==> src/rtl/adc_spi_sampler_if.sv <==
// SPI link between the sampler and an external 12-bit ADC.
// master: cs_n/sclk out, sdo in; slave: the ADC side.
interface adc_spi_sampler_if;
    logic adc_cs_n;
    logic adc_sclk;
    logic adc_sdo;

    modport master (
        output adc_cs_n,
        output adc_sclk,
        input  adc_sdo
    );

    modport slave (
        input  adc_cs_n,
        input  adc_sclk,
        output adc_sdo
    );
endinterface

==> src/rtl/adc_spi_sampler.sv <==
// Periodic SPI ADC sampler: one 16-bit frame per sample tick.
// Ports: clk, reset (async low), enable, spi (master), adc_data_in, sample_valid, frame_error, overrun.
module adc_spi_sampler #(
    parameter int unsigned CLK_DIV       = 4,
    parameter int unsigned SAMPLE_PERIOD = 1000,
    parameter int unsigned CS_SETUP      = 2
) (
    input  logic              clk,
    input  logic              reset,
    input  logic              enable,
    adc_spi_sampler_if.master spi,
    output logic [15:0]       adc_data_in,
    output logic              sample_valid,
    output logic              frame_error,
    output logic              overrun
);

    localparam int TW = $clog2(SAMPLE_PERIOD + 1);
    localparam int DW = $clog2(CLK_DIV + 1);

    localparam logic [TW-1:0] T_LAST = TW'(SAMPLE_PERIOD - 1);
    localparam logic [DW-1:0] D_LAST = DW'(CLK_DIV - 1);
    localparam logic [3:0]    S_LAST = 4'(CS_SETUP - 1);

    typedef enum logic [2:0] {
        IDLE,
        SETUP,
        SHIFT,
        HOLD,
        DONE
    } state_t;

    state_t          state;
    logic [TW-1:0]   timer;
    logic            tick;
    logic [DW-1:0]   div_cnt;
    logic [4:0]      half_cnt;
    logic [3:0]      setup_cnt;
    logic [15:0]     shift_q;

    assign tick = enable && (timer == T_LAST);

    // Disabling the sampler restarts the period from scratch.
    always_ff @(posedge clk or negedge reset) begin
        if (!reset) begin
            timer <= '0;
        end else if (!enable || timer == T_LAST) begin
            timer <= '0;
        end else begin
            timer <= timer + 1'b1;
        end
    end

    always_ff @(posedge clk or negedge reset) begin
        if (!reset) begin
            state        <= IDLE;
            spi.adc_cs_n <= 1'b1;
            spi.adc_sclk <= 1'b1;
            adc_data_in  <= '0;
            sample_valid <= 1'b0;
            frame_error  <= 1'b0;
            overrun      <= 1'b0;
            shift_q      <= '0;
            div_cnt      <= '0;
            half_cnt     <= '0;
            setup_cnt    <= '0;
        end else begin
            sample_valid <= 1'b0;
            frame_error  <= 1'b0;
            // A tick seen outside IDLE is dropped and flagged.
            overrun      <= tick && (state != IDLE);

            unique case (state)
                IDLE: begin
                    if (tick) begin
                        state        <= SETUP;
                        spi.adc_cs_n <= 1'b0;
                        setup_cnt    <= '0;
                    end
                end
                SETUP: begin
                    if (setup_cnt == S_LAST) begin
                        state        <= SHIFT;
                        spi.adc_sclk <= 1'b0;
                        div_cnt      <= '0;
                        half_cnt     <= '0;
                    end else begin
                        setup_cnt <= setup_cnt + 1'b1;
                    end
                end
                SHIFT: begin
                    if (div_cnt == D_LAST) begin
                        div_cnt <= '0;
                        // Capture on the edge that raises sclk.
                        if (!spi.adc_sclk) begin
                            shift_q <= {shift_q[14:0], spi.adc_sdo};
                        end
                        if (half_cnt == 5'd31) begin
                            state        <= HOLD;
                            spi.adc_cs_n <= 1'b1;
                            spi.adc_sclk <= 1'b1;
                        end else begin
                            half_cnt     <= half_cnt + 1'b1;
                            spi.adc_sclk <= ~spi.adc_sclk;
                        end
                    end else begin
                        div_cnt <= div_cnt + 1'b1;
                    end
                end
                HOLD: begin
                    state        <= DONE;
                    adc_data_in  <= {4'b0, shift_q[11:0]};
                    sample_valid <= 1'b1;
                    frame_error  <= |shift_q[15:12];
                end
                DONE: begin
                    state <= IDLE;
                end
                default: begin
                    state <= IDLE;
                end
            endcase
        end
    end

endmodule
==> src/flat_wrapper.sv <==
// flat-port wrapper written by rule: the top's interface ports become plain ports
module adc_spi_sampler_flat 
#(
    parameter int unsigned CLK_DIV       = 4,
    parameter int unsigned SAMPLE_PERIOD = 1000,
    parameter int unsigned CS_SETUP      = 2
)
  (clk, reset, enable, adc_data_in, sample_valid, frame_error, overrun, spi_adc_cs_n, spi_adc_sclk, spi_adc_sdo);
  adc_spi_sampler_if spi_i ();
  input  logic clk;
  input  logic reset;
  input  logic enable;
  output logic [15:0] adc_data_in;
  output logic sample_valid;
  output logic frame_error;
  output logic overrun;
  output wire logic [$bits(spi_i.adc_cs_n)-1:0] spi_adc_cs_n;
  output wire logic [$bits(spi_i.adc_sclk)-1:0] spi_adc_sclk;
  input wire logic [$bits(spi_i.adc_sdo)-1:0] spi_adc_sdo;
  assign spi_adc_cs_n = spi_i.adc_cs_n;
  assign spi_adc_sclk = spi_i.adc_sclk;
  assign spi_i.adc_sdo = spi_adc_sdo;
  adc_spi_sampler #(.CLK_DIV(CLK_DIV), .SAMPLE_PERIOD(SAMPLE_PERIOD), .CS_SETUP(CS_SETUP)) u_core (.clk(clk), .reset(reset), .enable(enable), .spi(spi_i), .adc_data_in(adc_data_in), .sample_valid(sample_valid), .frame_error(frame_error), .overrun(overrun));
endmodule
==> config.mk <==
export PLATFORM = sky130hd
export DESIGN_NAME = adc_spi_sampler_flat
export DESIGN_NICKNAME = d
export VERILOG_FILES = /design/src/rtl/adc_spi_sampler_if.sv /design/src/rtl/adc_spi_sampler.sv /design/src/flat_wrapper.sv
export SDC_FILE = /design/constraint.sdc
export NUM_CORES = 1
export LEC_CHECK = 0
export CAP_MARGIN = 40
export CORE_AREA = 4 4 71 73
export DETAILED_ROUTE_END_ITERATION = 7
export DIE_AREA = 0 0 75 77
export HOLD_SLACK_MARGIN = 0.1
export PLACE_DENSITY = 0.83
export SYNTH_ARGS = -nofsm -noshare
export SYNTH_HDL_FRONTEND = slang
export SYNTH_SLANG_ARGS = --single-unit
==> constraint.sdc <==
create_clock -name clk -period 5.8 [get_ports clk]
set_clock_uncertainty 0.05 [all_clocks]
set_input_delay 1.16 -clock clk [delete_from_list [all_inputs] [get_ports clk]]
set_output_delay 1.16 -clock clk [all_outputs]
set_load 0.01 [all_outputs]
==> PnR_summary.wiki <==
{| class="wikitable"
! Metric !! Value
|-
| Run status || finished, final reports clean
|-
| PwrDens || 262 nW/um^2
|-
| Worst path max stage delay || 0.56 ns
|-
| IR Drop Worst-Case VDD || 0.171 mV
|-
| Top cell type by total area after synthesis || dfrtp_1
|-
| Gr busiest metal || met2
|-
| Met1 usage in global routing || 21.1%
|-
| Nets || ~270
|-
| Drt first-iter violations || 121
|-
| Clock latency on the worst-skew pair || 0.33 ns
|-
| Minimum clock period after layout || approximately 2.6 ns
|-
| H-tree Lvls || 3
|-
| Total number of yosys warnings || 0
|-
| LEAKAGE || about 1.4 nW
|-
| Commonest non-fill, non-tap cell in the layout || dfrtp_1
|-
| Overall die area || slightly below 6000 um^2
|-
| Least setup slack across all paths after layout || around 3.2 ns
|-
| Number of global-route vias before repair || 1780
|-
| Horizontal die dimension || 75 um
|-
| Unrepaired setup endpoints after global routing || false
|-
| Achievable clock frequency || approximately 380 MHz
|-
| Synthesis-to-finish area growth || 15.3%
|-
| Worst Setup End Kind || primary output
|-
| Core Box Area || 4350 um^2
|-
| Initial antenna violation count || 0
|-
| Post-placement setup slack || 3.34 ns
|-
| Worst hold slack across all endpoints || 0.429 ns
|-
| Required time at the endpoint of the critical path || 4.59 ns
|-
| Data arrival time of the critical path || about 1.4 ns
|-
| Ports placed on the boundary || 25
|-
| Post-Syn Area per Cell || 10.9 um^2
|-
| Vias || roughly 1700
|-
| Max_cap viols || 0
|-
| Final cell utilization of the core || 67.2%
|-
| Share of final-layout standard cells stronger than drive strength 1 || 14.9%
|-
| Height of the die || 77 um
|-
| Crit Path Category || register to primary output
|-
| Worst path top cell family by delay || flip-flops
|-
| Instance area after placement || 2740 um^2
|-
| Top cells by area, synth || dfrtp_1 55%, nand2_1 7.2%, mux2_2 7.1%
|-
| Cell breakdown of the critical path || clkdlybuf4s50_1
|-
| Pin count of the biggest net entering global routing || between 50 and 60
|-
| Crit path buf inv count || 1
|-
| Remaining antenna violation count || 0
|-
| Commonest cells after routing, fill and taps aside || 56 x dfrtp_1, 49 x nand2_1, 19 x clkdlybuf4s50_1
|-
| Number of hold buffers added after cts || 0
|-
| Tot Pwr || 765 uW
|-
| Finished Layout Cells || 314
|-
| Max Buffers Root-to-Sink || 2
|-
| Post-synth ARST share || 100%
|-
| Mapped Area || 2540 um^2
|-
| CP max stage cell || dfstp_2
|-
| Number of instances resized during post-cts repair || 0
|-
| Clock-pin slew on the worst setup and hold paths || 0.07 ns
|-
| # DRC || 0
|-
| Average wire per standard cell || 13.7 um
|-
| Hold Vio Cnt, Final || 0
|-
| Final design area excluding fillers || around 2900 um^2
|-
| Total routing resource utilization after global routing || 17.6%
|-
| Cell row count || 24
|-
| Root buf cell || clkbuf_8
|-
| First-pass iteration count of the detailed router || 5
|-
| Synth unique cells || 39
|-
| Clk sinks || 58
|-
| Fin crit share || 45.5%
|-
| Flip-flop cell with the highest count after synthesis || dfrtp_1
|-
| Setup-failing EPs final || 0
|-
| Type of the most critical hold path || register to register
|-
| Clock tree from TritonCTS || done
|-
| Headroom to the max-slew limit || 45.6%
|-
| Met3 layer usage reported by global route || under 10%
|-
| Post-CTS Setup Bufs || 0
|-
| Drt total wl || 4.31 mm
|-
| Flop and latch count out of synthesis || a little under 60
|-
| Vias per cell || 5.35
|-
| Number of placed instances with taps included || 298
|-
| Global-route wire length before repair || 7.69 mm
|-
| Number of port buffers || 20
|-
| Gate count of the mapped netlist || 232
|-
| EDFF count, synth || 0
|-
| Worst Path Max Fanout || 3
|-
| Startpoint class of the critical path || register
|-
| Proportion of netlist area held by the largest area contributor || 55.2%
|-
| Post-detailed-placement half-perimeter wirelength || approximately 2.9 mm
|-
| Starting density of the core || 58.3%
|-
| Sum Neg Setup Slack || 0 ns
|-
| Global-route congestion overflow total || 0
|-
| Global Route met2 Usage || between 20% and 30%
|-
| Clock buffers created by TritonCTS || 9
|-
| Part of the Yosys area used for sequential elements || 57.3%
|-
| Final RePlAce weighted congestion || roughly 0.76
|-
| Number of diodes || 0
|-
| Slew at the pin closest to its max-slew limit || slightly above 0.8 ns
|-
| Final count of pins violating max slew || 0
|}
-- cell type report --
class / instances / area, um^2
Tap cell: 52 / 65.1
Fill cell: 337 / 1430
Sequential cell: 58 / 1450
Multi-Input combinational cell: 163 / 1000
Clock buffer: 14 / 173
Inverter: 4 / 15.0
Clock inverter: 2 / 12.5
Timing Repair Buffer: 21 / 203
-- worst paths after layout --
kind                                       startpoint  cells after the start  slack, ns               endpoint
worst min-delay path            u_core.adc_data_in[7]                      2       0.43  u_core.adc_data_in[7]
worst max-delay path              u_core.spi.adc_sclk                      1       3.16           spi_adc_sclk
min in group asynchronous                       reset                      2       0.90    u_core.setup_cnt[1]
worst max register to register        u_core.state[0]                      3       3.51     u_core.shift_q[12]
max in group asynchronous                       reset                      2       4.33        u_core.timer[1]
worst min register to register  u_core.adc_data_in[7]                      2       0.43  u_core.adc_data_in[7]
-- report_power, final --
part           leakage, nW  switching (mW)  internal (mW)
clock network       0.0927           0.146          0.190
logic                0.557          0.0118        0.00530
registers            0.757         0.00339          0.409
total                 1.41           0.162          0.603
-- flip-flops by register name, summed over array words and instances, names as in the netlist --
signal and flops:
u_core.shift_q 16, u_core.adc_data_in 12, u_core.timer 10, u_core.half_cnt 5, u_core.setup_cnt 4, u_core.div_cnt 3
u_core.state 3, u_core.frame_error 1, u_core.overrun 1, u_core.sample_valid 1, u_core.spi.adc_cs_n 1, u_core.spi.adc_sclk 1
-- logic make-up (layout without fill, tap and decap cells) --
kind of cell / after synthesis / after routing / synth area share (%)
multiplexers: 17 / 17 / 7.49
flip-flops: 58 / 58 / 57.3
adder cells (fa/ha/maj): 6 / 6 / 2.96
XOR/XNOR: 10 / 10 / 3.45
AO/OA/AOI/OAI: 14 / 14 / 3.35
AND/OR/NAND/NOR: 112 / 112 / 21.7
other: 1 / 4 / 0.148
buffers and inverters: 14 / 41 / 3.60
-- per-layer routing --
layer,share of wire (%),vias to the layer above
met5,0,-
met2,48,32
li1,-,830
met3,3.1,7
met4,2.2,0
met1,46,810
-- synth_stat cells (2+ instances only) --
master and number:
ha_1 6, xor2_1 4, inv_1 4, a21oi_1 2, dfstp_2 2, nand3_1 18
buf_4 4, nand3b_1 2, clkbuf_1 2, xnor2_1 6, nor2b_1 3, nand2_1 49
nand2b_1 2, dfrtp_1 56, nand4_1 2, and2_1 2, o21ai_2 2, and3_1 4
nor4_1 2, and3b_1 2, mux2_2 16, nor3_1 3, o21ai_0 7, nor2_1 15
buf_6 3
No activity file was read; power rests on OpenSTA's default activity.
